[src/rtl/rvecc_check_pipe.sv]
// One-stage SEC-DED (extended Hamming) check pipeline with valid/ready handshake and error statistics.
// Optional single-bit correction is enabled by defining RV_ECC_CORRECT_EN.
module rvecc_check_pipe #(
    parameter int unsigned DATA_W = 32,
    parameter int unsigned ECC_W  = $clog2(DATA_W) + 2,
    parameter int unsigned ADDR_W = 16,
    parameter int unsigned CNT_W  = 8
) (
    input  logic              clk,
    input  logic              rst_l,
    input  logic              in_valid,
    output logic              in_ready,
    input  logic [DATA_W-1:0] in_data,
    input  logic [ECC_W-1:0]  in_ecc,
    input  logic [ADDR_W-1:0] in_addr,
    output logic              out_valid,
    input  logic              out_ready,
    output logic [DATA_W-1:0] out_data,
    output logic [ECC_W-1:0]  out_ecc,
    output logic [ADDR_W-1:0] out_addr,
    output logic              out_single_err,
    output logic              out_double_err,
    output logic [CNT_W-1:0]  sb_cnt,
    output logic [CNT_W-1:0]  db_cnt,
    output logic [ADDR_W-1:0] err_addr,
    output logic              err_addr_vld,
    input  logic              cnt_clr
);

    localparam int unsigned P_W  = ECC_W - 1;
    localparam int unsigned NPOS = DATA_W + P_W;

    // Codeword position of data bit idx: the idx-th non-power-of-two position from 3 upward.
    function automatic logic [P_W-1:0] data_pos(input int unsigned idx);
        int unsigned     n;
        logic [P_W-1:0]  p;
        n = 0;
        p = '0;
        for (int unsigned q = 3; q <= NPOS; q++) begin
            if ((q & (q - 1)) != 0) begin
                if (n == idx) p = P_W'(q);
                n++;
            end
        end
        return p;
    endfunction

    logic [P_W-1:0]    recomputed_c;
    logic [P_W-1:0]    syndrome_c;
    logic              overall_c;
    logic              sb_err_c;
    logic              db_err_c;
    logic              err_c;
    logic              accept_c;
    logic [DATA_W-1:0] data_fix_c;
    logic [ECC_W-1:0]  ecc_fix_c;

    // Syndrome, overall parity, classification and optional correction.
    always_comb begin
        recomputed_c = '0;
        data_fix_c   = in_data;
        ecc_fix_c    = in_ecc;
        for (int unsigned i = 0; i < DATA_W; i++) begin
            if (in_data[i]) recomputed_c = recomputed_c ^ data_pos(i);
        end
        syndrome_c = recomputed_c ^ in_ecc[P_W-1:0];
        overall_c  = (^in_data) ^ (^in_ecc);
`ifdef RV_ECC_CORRECT_EN
        sb_err_c = overall_c;
        db_err_c = (syndrome_c != '0) && !overall_c;
        if (overall_c) begin
            if (syndrome_c == '0) ecc_fix_c[ECC_W-1] = ~in_ecc[ECC_W-1];
            for (int unsigned k = 0; k < P_W; k++) begin
                if (syndrome_c == P_W'(1 << k)) ecc_fix_c[k] = ~in_ecc[k];
            end
            for (int unsigned i = 0; i < DATA_W; i++) begin
                if (syndrome_c == data_pos(i)) data_fix_c[i] = ~in_data[i];
            end
        end
`else
        sb_err_c = 1'b0;
        db_err_c = (syndrome_c != '0) || overall_c;
`endif
        err_c = sb_err_c || db_err_c;
    end

    assign in_ready = !out_valid || out_ready;
    assign accept_c = in_valid && in_ready;

    // Output stage: load on accept, drain when the consumer takes the word.
    always_ff @(posedge clk or negedge rst_l) begin
        if (!rst_l) begin
            out_valid      <= 1'b0;
            out_data       <= '0;
            out_ecc        <= '0;
            out_addr       <= '0;
            out_single_err <= 1'b0;
            out_double_err <= 1'b0;
        end else if (accept_c) begin
            out_valid      <= 1'b1;
            out_data       <= data_fix_c;
            out_ecc        <= ecc_fix_c;
            out_addr       <= in_addr;
            out_single_err <= sb_err_c;
            out_double_err <= db_err_c;
        end else if (out_ready) begin
            out_valid <= 1'b0;
        end
    end

    // Statistics counted at the input; an error in the clear cycle survives the clear.
    always_ff @(posedge clk or negedge rst_l) begin
        if (!rst_l) begin
            sb_cnt       <= '0;
            db_cnt       <= '0;
            err_addr     <= '0;
            err_addr_vld <= 1'b0;
        end else if (cnt_clr) begin
            sb_cnt       <= (accept_c && sb_err_c) ? CNT_W'(1) : '0;
            db_cnt       <= (accept_c && db_err_c) ? CNT_W'(1) : '0;
            err_addr     <= (accept_c && err_c) ? in_addr : '0;
            err_addr_vld <= accept_c && err_c;
        end else begin
            if (accept_c && sb_err_c && (sb_cnt != '1)) sb_cnt <= sb_cnt + CNT_W'(1);
            if (accept_c && db_err_c && (db_cnt != '1)) db_cnt <= db_cnt + CNT_W'(1);
            if (accept_c && err_c && !err_addr_vld) begin
                err_addr     <= in_addr;
                err_addr_vld <= 1'b1;
            end
        end
    end

endmodule
[config.mk]
export PLATFORM = sky130hd
export DESIGN_NAME = rvecc_check_pipe
export DESIGN_NICKNAME = d
export VERILOG_FILES = /design/src/rtl/rvecc_check_pipe.sv
export SDC_FILE = /design/constraint.sdc
export NUM_CORES = 1
export LEC_CHECK = 0
export CAP_MARGIN = 10
export CORE_UTILIZATION = 30
export DETAILED_ROUTE_END_ITERATION = 6
export HOLD_SLACK_MARGIN = 0.12
export MAX_ROUTING_LAYER = met4
export PLACE_DENSITY = 0.68
export RECOVER_POWER = 25
export SKIP_CTS_REPAIR_TIMING = 1
export SYNTH_ARGS = -nofsm -noshare
export SYNTH_HDL_FRONTEND = slang
export SYNTH_SLANG_ARGS = --single-unit
[constraint.sdc]
create_clock -name clk -period 2 [get_ports clk]
set_clock_uncertainty 0.15 [all_clocks]
set_input_delay 0.4 -clock clk [delete_from_list [all_inputs] [get_ports clk]]
set_output_delay 0.4 -clock clk [all_outputs]
set_load 0.02 [all_outputs]
==> Flow_metrics.wiki <==
{| class="wikitable"
! Metric !! Value
|-
| Result of the run || finished with violations
|-
| Violations in the final reports || setup timing
|-
| FF-to-FF setup slack || -0.05 ns
|-
| Register area share after synthesis || 50.7%
|-
| Maximum number of pins on one net before global-route repair || 45
|-
| Pins over their slew limit || 0
|-
| Unrepaired setup endpoints after global routing || true
|-
| Ports placed on the boundary || 152
|-
| Cell types with the largest area share after synthesis || sky130_fd_sc_hd__dfrtp_1 51%, sky130_fd_sc_hd__nand2_1 16%, sky130_fd_sc_hd__xnor3_1 6.7%, sky130_fd_sc_hd__xnor2_1 6.3%, sky130_fd_sc_hd__a22o_1 3.5%
|-
| Count of TritonRoute iterations in the first routing pass || 4
|-
| Hold Crit Depth || 3
|-
| CORE AREA || 0.0132 sq mm
|-
| Synth Warn # || 0
|-
| Final WL || 12.3 mm
|-
| Total power || 5.53 mW
|-
| Global-route total usage across every layer || 17.8%
|-
| P_leak || 3.40 nW
|-
| Clock Sink Count || 82
|-
| Slew at the pin with the worst max-slew slack || 0.780 ns
|-
| Number of vias in the routed layout || 3521
|-
| Depth of the most critical reg-to-reg path || 6
|-
| Share of cells above drive strength 1 || 20.3%
|-
| Post-synth top area cell || sky130_fd_sc_hd__dfrtp_1
|-
| Detailed-route DRC error count || 0
|-
| Kind of launch point of the worst setup path || input pin
|-
| Hold Violations, Final || 0
|-
| Layout Utilization || 50.5%
|-
| Per-instance average area after synthesis || 9.86 sq um
|-
| Achievable frequency || 0.368 GHz
|-
| Worst endpoint data arrival time || 2.83 ns
|-
| Wirelength per Cell || 15.7 um
|-
| Critical Path Source || in_data[17]
|-
| Vertical die dimension || 118 um
|-
| Filler Cell Count || 1183
|-
| Class of the tightest hold or removal check || input pin to flip-flop
|-
| Final RePlAce weighted congestion || 0.820
|-
| Max H-tree Level || 3
|-
| Global-route wire length before repair || 18.8 mm
|-
| Critical Path RT || 2.11 ns
|-
| Critical path class || input pin to flip-flop
|-
| Die width || 118 um
|-
| Number of global-route vias before repair || 3602
|-
| Antenna-violating nets left || 0
|-
| FF+latch count, synth || 82
|-
| Largest fanout of any net on the critical path || 5
|-
| Effective utilization at floorplan || 30.7%
|-
| Number of synthesized flops with an enable pin || 0
|-
| Initial DRC Count || 143
|-
| Gr ovfl total || 0
|-
| HPWL reported at the end of detailed placement || 8.77 mm
|-
| Worst skew pair latency || 0.34 ns
|-
| Die area || 0.0139 sq mm
|-
| Most frequently used cell type in the post-synthesis netlist || sky130_fd_sc_hd__nand2_1
|-
| Buffer type at the clock tree root || sky130_fd_sc_hd__clkbuf_16
|-
| Clock-pin transition on the worst setup and hold timing paths || 0.06 ns
|-
| Endpoints failing setup || 26
|-
| Count of distinct cell types in the synthesized netlist || 40
|-
| Number of diodes added for antenna fixing || 0
|-
| Post-synth top cells || 177 x sky130_fd_sc_hd__nand2_1, 82 x sky130_fd_sc_hd__dfrtp_1, 29 x sky130_fd_sc_hd__xnor2_1, 16 x sky130_fd_sc_hd__a22o_1, 12 x sky130_fd_sc_hd__xnor3_1
|-
| Leading register cell type out of synthesis || sky130_fd_sc_hd__dfrtp_1
|-
| Worst voltage drop across the vdd grid || 0.342 mV
|-
| Number of placement rows || 42
|-
| Clock tree from TritonCTS || yes
|-
| Endpoint type of the worst setup path || flip-flop
|-
| Post-synth top area share || 50.7%
|-
| Clock Path Buffers || 2
|-
| Final worst slack || -0.718 ns
|-
| Number of nets in the layout || 663
|-
| Startpoint of the most critical register-to-register path || db_cnt[1]$_DFFE_PN0P_
|-
| Total standard cell area after synthesis || 0.00404 sq mm
|-
| Share of flip-flops with an asynchronous set or reset after synthesis || 100%
|-
| Max-slew headroom || 48.0%
|-
| Reported max-cap violation count || 0
|-
| Drt via density || 4.50
|-
| Fin crit period || 2.72 ns
|-
| CTS buffer count || 9
|-
| Antenna violations before repair || 0
|-
| Period utilization || 136%
|-
| Area growth from synthesis to final layout || 64.8%
|-
| Post-Synthesis Cells || 410
|-
| Total power per unit cell area || 829 mW/mm^2
|-
| Worst Min Path Start || in_data[13]
|-
| Port Buf Inserts || 142
|}
-- state kept, by name, indices dropped and copies added (netlist names) --
name / count
db_cnt: 8
err_addr: 16
err_addr_vld: 1
out_addr: 16
out_data: 32
out_double_err: 1
out_ecc: 7
out_valid: 1
-- cells in the final DEF, fill, tap and decap left out, drive strengths merged, types with 2 or more instances in the layout --
master,n
nand3,3
nand2,177
nand2b,2
a22o,16
xnor2,30
clkinv,2
dlymetal6s2s,25
mux2,3
xor3,2
nor3,4
conb,9
dfrtp,82
clkdlybuf4s50,107
mux2i,3
nor2,11
xor2,10
inv,3
clkbuf,23
xnor3,12
nor2b,4
and3,3
o21a,2
or3,2
buf,56
-- layer usage --
metal  global-route usage, %  part of all wire, %  vias up
met2                    29.3                   49      117
met3                    3.63                  4.3       21
met4                    7.45                  2.2        0
met1                    21.3                   44     1695
met5                       -                    0        -
li1                        -                    -     1688
-- metrics by stage --
| stage | instance area (sq um) | setup TNS [ns] | cells | hold slack [ns] | setup slack [ns] |
|---|---|---|---|---|---|
| 4_1_cts | 6300 | -28.22 | 772 | -0.247 | -1.18 |
| 2_1_floorplan | 4140 | -13.63 | 418 | -0.0456 | -0.634 |
| 3_5_place_dp | 6010 | -39.08 | 756 | 0.116 | -1.53 |
| 5_1_grt | 6670 | -18.16 | 783 | 0.124 | -0.778 |
| 6_report | 6670 | -16.28 | 783 | 0.126 | -0.718 |
| 3_3_place_gp | 6010 | -36.76 | 756 | 0.115 | -1.37 |
-- power breakdown --
part           switching (mW)  internal [mW]  total [mW]
logic                   0.944           1.04        1.98
clock network           0.634          0.940        1.57
registers               0.117           1.85        1.97
-- cells by family (layout without fill, tap and decap cells) --
family | after synthesis | after routing | synth area share (%)
AO/OA/AOI/OAI | 27 | 28 | 5.94
adder cells (fa/ha/maj) | 1 | 1 | 0.309
AND/OR/NAND/NOR | 210 | 210 | 20.9
other | 1 | 9 | 0.0927
buffers and inverters | 29 | 217 | 3.74
XOR/XNOR | 54 | 54 | 16.7
multiplexers | 6 | 6 | 1.58
flip-flops | 82 | 82 | 50.7
-- worst max-delay path: stages --
cell and delay, ns:
sky130_fd_sc_hd__buf_8 0.10, sky130_fd_sc_hd__xnor3_1 0.40, sky130_fd_sc_hd__xnor3_1 0.40, sky130_fd_sc_hd__xnor3_1 0.38
sky130_fd_sc_hd__nand2_1 0.09, sky130_fd_sc_hd__a2bb2oi_2 0.20, sky130_fd_sc_hd__o21ai_4 0.12, sky130_fd_sc_hd__buf_8 0.16
sky130_fd_sc_hd__or4_4 0.41, sky130_fd_sc_hd__a21oi_2 0.15
-- cell type report --
class | instances | area [sq um] | area share [%]
multi-input cells | 308 | 2160 | 32.4
flip-flops and latches | 82 | 2050 | 30.8
repair buffers | 198 | 1940 | 29.1
clock buffers | 14 | 274 | 4.11
well taps | 176 | 220 | 3.30
inverters | 3 | 11.3 | 0.169
clock inverters | 2 | 10.0 | 0.150
-- path summary, 6_finish.rpt --
check                                            to
max                           db_cnt[4]$_DFFE_PN0P_
min                        out_data[13]$_DFFE_PN0P_
max reg2reg                   db_cnt[4]$_DFFE_PN0P_
min reg2reg                out_data[27]$_DFFE_PN0P_
max in group asynchronous     db_cnt[3]$_DFFE_PN0P_
min in group asynchronous  out_data[22]$_DFFE_PN0P_
(Power assumes the default switching activity.)
==> patch 1 (same flow settings) <==
The option `RV_ECC_CORRECT_EN` is turned on by a define.
--- a/src/rtl/rvecc_check_pipe.sv
+++ b/src/rtl/rvecc_check_pipe.sv
@@ -1,5 +1,7 @@
 // One-stage SEC-DED (extended Hamming) check pipeline with valid/ready handshake and error statistics.
 // Optional single-bit correction is enabled by defining RV_ECC_CORRECT_EN.
+`define RV_ECC_CORRECT_EN
+
 module rvecc_check_pipe #(
     parameter int unsigned DATA_W = 32,
     parameter int unsigned ECC_W  = $clog2(DATA_W) + 2,
Check against the original RTL: not settled (the Yosys comparison gave no result); the edit may change what the design does.
==> patch 1 against the original RTL <==
- combinational power grew to 3.2 times the old value
- worst setup slack worse by 270 ps
- area after synthesis is 31% higher
- the flow still finishes with violations (setup timing)
- utilization is 1.1 points higher
- sequential power is 16% higher
- critical endpoint unchanged
- critical path type unchanged
- routed wire length is 34% higher
- sequential cell count is 9 higher
- final area is 34% higher
- power is 87% higher
- synthesized cell count is 26% higher
==> patch 1: results (changes against the original RTL) <==
| Item | Reported | Unit | Delta |
|---|---|---|---|
| Hold wc startpoint | in_ecc[4] | - |  |
| Worst setup margin | -992 | ps | -274 ps |
| Count of port buffers added during placement | 151 | - | +6.3% |
| Critical path peak fanout | 8 | - | +3 |
| CP max stage delay | 520 | ps | +110 ps |
| Post-detailed-placement half-perimeter wirelength | 11,700 | um | +33% |
| Cell types with the largest area share after synthesis | dfrtp_1, xnor2_1, nand2_1, xor2_1, o211ai_1 | - |  |
| Setup-violating endpoint count in the final report | 75 | - | +190% |
| Area after DPL | 7810 | um^2 | +30% |
| Leak | 4.17 | nW | +23% |
| Fraction of met1 tracks used by global routing | 24.3 | % | +3.0 points |
| Switching Share | 39.2 | % | +8.6 points |
| Maximum vdd ir drop | 0.000676 | V | +98% |
| M1 WL | 7340 | um | +35% |
| Hold Crit Endpoint | out_ecc[4] | - |  |
| Via-to-Cell Ratio | 4.80 | - | +6.6% |
| Overall routed net length | 16,500 | um | +34% |
| Combinational-cell power consumption | 6.36 | mW | +220% |
| Result of the run | finished, violations left | - |  |
| Sequential share of power | 22.1 | % | -14 points |
| Via count of the first global-routing pass | 4,493 | - | +25% |
| Wire length of the first global-routing pass | 24,200 | um | +29% |
| Drt first-iter violations | 219 | - | +53% |
| RR Startpoint | out_valid | - |  |
| Setup crit start | in_data[12] | - |  |
| Met2 wire len | 7940 | um | +32% |
| Proportion of layout cells with a drive suffix above 1 | 28.4 | % | +8.2 points |
| Reported sequential group power | 2.29 | mW | +16% |
| GR Util met3 | 2.48 | % | -1.2 points |
| Violations in the final reports | setup timing | - |  |
| Global routing usage summed across all routing layers | 18.0 | % | +0.16 points |
| Total placed cells including tap cells | 962 | - | +27% |
## patch 1: cell types whose count changed in the layout (fill, tap and decap cells not counted), moves of 10 or more
cell            before  now
buf_4               46   91
buf_6                6   20
dlymetal6s2s_1      25   39
nand2_1            175   96
o211ai_1             1   31
o21ai_1              0   39
xnor2_1             16   30
xnor2_2             12   22
xor2_1               9   34
## patch 1: layout make-up
| type | count | area, um^2 |
|---|---|---|
| Tap cell | 225 | 282 |
| Clock buffer | 12 | 246 |
| Multi-Input combinational cell | 395 | 3390 |
| Fill cell | 1534 | 8330 |
| Inverter | 6 | 22.5 |
| Sequential cell | 91 | 2280 |
| Clock inverter | 2 | 37.5 |
| Timing Repair Buffer | 268 | 2650 |
## patch 1: cell families after synthesis
family | count (synthesis) | synth area share [%]
AO/OA/AOI/OAI | 109 | 14.0
flip-flops | 91 | 43.0
buffers and inverters | 32 | 2.84
multiplexers | 7 | 1.61
adder cells (fa/ha/maj) | 2 | 0.473
XOR/XNOR | 109 | 22.9
AND/OR/NAND/NOR | 168 | 15.2
==> patch 2 (config.mk and constraints unchanged) <==
Made on the original files. Put one more register stage on the output `err_addr`, with the module's reset. The value now appears one clock later. The other outputs are not delayed to match.
--- a/src/rtl/rvecc_check_pipe.sv
+++ b/src/rtl/rvecc_check_pipe.sv
@@ -29,6 +29,8 @@
 
     localparam int unsigned P_W  = ECC_W - 1;
     localparam int unsigned NPOS = DATA_W + P_W;
+
+    logic [ADDR_W-1:0] err_addr_s0;
 
     // Codeword position of data bit idx: the idx-th non-power-of-two position from 3 upward.
     function automatic logic [P_W-1:0] data_pos(input int unsigned idx);
@@ -113,21 +115,29 @@
         if (!rst_l) begin
             sb_cnt       <= '0;
             db_cnt       <= '0;
-            err_addr     <= '0;
+            err_addr_s0  <= '0;
             err_addr_vld <= 1'b0;
         end else if (cnt_clr) begin
             sb_cnt       <= (accept_c && sb_err_c) ? CNT_W'(1) : '0;
             db_cnt       <= (accept_c && db_err_c) ? CNT_W'(1) : '0;
-            err_addr     <= (accept_c && err_c) ? in_addr : '0;
+            err_addr_s0  <= (accept_c && err_c) ? in_addr : '0;
             err_addr_vld <= accept_c && err_c;
         end else begin
             if (accept_c && sb_err_c && (sb_cnt != '1)) sb_cnt <= sb_cnt + CNT_W'(1);
             if (accept_c && db_err_c && (db_cnt != '1)) db_cnt <= db_cnt + CNT_W'(1);
             if (accept_c && err_c && !err_addr_vld) begin
-                err_addr     <= in_addr;
+                err_addr_s0  <= in_addr;
                 err_addr_vld <= 1'b1;
             end
         end
     end
 
+    always_ff @(posedge clk or negedge rst_l) begin
+        if (!rst_l) begin
+            err_addr <= '0;
+        end else begin
+            err_addr <= err_addr_s0;
+        end
+    end
+
 endmodule
Check against the original RTL: not settled (the Yosys comparison gave no result); the edit may change what the design does.
==> patch 2 against the original RTL <==
- the run still ends with setup timing left
- maximum frequency up 0.63%
- worst setup slack improved by 17 ps
- routed wire length decreased by 15%
- power increased by 11%
- clock power increased by 17%
- final area increased by 4.2%
- via count shrank 13%
- largest power group is now sequential cells
- sequential cell count grew 16
- area after synthesis increased by 8.4%
- global-route usage is 3.2 points lower
- critical path depth up 1
==> patch 2: results (changes against the original RTL) <==
| Item | Reported | Unit | Delta |
|---|---|---|---|
| Xor and xnor area share after synthesis | 15.2 | % | -1.5 points |
| Wire length of the first global-routing pass | 15,900 | um | -15% |
| Latest clock arrival within the worst-skew pair | 350 | ps |  |
| Cell types with the largest area share after synthesis | dfrtp_1, mux2_2, xnor2_1, xnor3_1, a22o_1 | - |  |
| Leak | 3.33 | nW | -1.9% |
| Maximum vdd ir drop | 0.000605 | V | +77% |
| Initial antenna violation count | 1 | - | +1 |
| Max-slew headroom | 47.4 | % | -0.58 points |
| Post-synthesis share of cell area spent on full adders, half adders and majority gates | 0.285 | % | -0.024 points |
| Post-synth top cells | dfrtp_1, mux2_2, xnor2_1 | - |  |
| Largest net degree at the start of global routing | 60 | - | +33% |
| Final Net Count | 550 | - | -17% |
| Worst endpoint data arrival time | 2850 | ps | +20 ps |
| Worst setup margin | -701 | ps | +16.9 ps |
| Overall routed net length | 10,500 | um | -15% |
| Vias | 3,056 | - | -13% |
| Biggest register | out_data | - |  |
| Final weighted congestion in routability-driven placement | 0.707 | - | -14% |
| Number of flip-flops under the largest register name | 32 | - | unchanged |
| Violations in the final reports | setup timing | - |  |
| Post-detailed-placement half-perimeter wirelength | 7710 | um | -12% |
| Cell variety after synth | 41 | - | +2.5% |
| Critical path peak fanout | 16 | - | +11 |
| Area fraction in compound gates after synthesis | 6.54 | % | +0.60 points |
| Worst hold slack across all endpoints | 151 | ps | +24.8 ps |
| Fraction of the yosys area taken by sequential cells | 56.0 | % | +5.2 points |
| Register-to-Register Setup Slack | 190 | ps | +240 ps |
| Setup-violating endpoint count in the final report | 26 | - | unchanged |
| Drt first-iter violations | 127 | - | -11% |
| Number of buffers on the longest clock path | 2 | - | unchanged |
| Global routing usage summed across all routing layers | 14.7 | % | -3.2 points |
| Proportion of layout cells with a drive suffix above 1 | 34.2 | % | +14 points |
| Mux share of post-synthesis cell area | 14.4 | % | +13 points |
| Worst min path class | input port to flip-flop | - |  |
| Result of the run | finished, violations left | - |  |
## patch 2: worst paths after layout
check | to | cells after the start | from
worst min-delay path | out_data[29] | 2 | in_data[29]
worst max register to register | db_cnt[0] | 6 | db_cnt[1]
worst min register to register | err_addr[0] | 0 | err_addr_s0[0]
worst max-delay path | err_addr_s0[7] | 11 | in_data[31]
max in group asynchronous | db_cnt[1] | 3 | rst_l
min in group asynchronous | err_addr[13] | 3 | rst_l
## patch 2: cell type report
cell class / instances / area, um^2
antenna: 1 / 2.50
clock buffer: 9 / 225
clock inverter: 7 / 87.6
fill: 1201 / 7100
inverter: 3 / 11.3
multi-input combinational: 196 / 2130
sequential: 98 / 2450
tap: 180 / 225
timing repair buffer: 181 / 1810
## patch 2: routing by layer
layer	vias up	wire length [um]	track usage, %
met5	-	0	-
met3	10	776	5.11
met2	123	5200	22.9
met4	0	119	4.57
met1	1507	4380	17.8
li1	1416	-	-
## patch 2: critical path, cell delays in order
cell      delay, ps
buf_6           100
buf_6           120
xnor2_4         200
xnor2_2         140
xnor3_1         440
or3_4           400
a221oi_4        390
a21oi_4         150
a21oi_4         200
buf_12          160
a22o_1          150
## patch 2: cells by family after synthesis
| logic type | after synthesis |
|---|---|
| compound gates | 35 |
| xor+xnor | 60 |
| fa+ha+maj | 1 |
| buf+inv | 23 |
| flops | 98 |
| mux | 56 |
| other cells | 1 |
| simple gates | 34 |
## patch 2: stage by stage
stage                     util (%)  instance area (um^2)  setup TNS, ps  cells  setup slack (ps)
after floorplan                  -                  4450         -16800    316              -757
after global placement        44.5                  6250         -40240    654             -1520
after detailed placement      44.5                  6250         -42270    654             -1560
after CTS                     46.8                  6570         -27400    670             -1190
after global routing          49.5                  6950         -19920    675              -808
final                         49.5                  6950         -17560    675              -701
## patch 2: power by group
group	total, mW	leakage [nW]	switching [mW]	internal (mW)
registers	2.35	1.21	0.121	2.23
logic	1.97	1.97	0.897	1.07
clock network	1.83	0.155	0.825	1.00
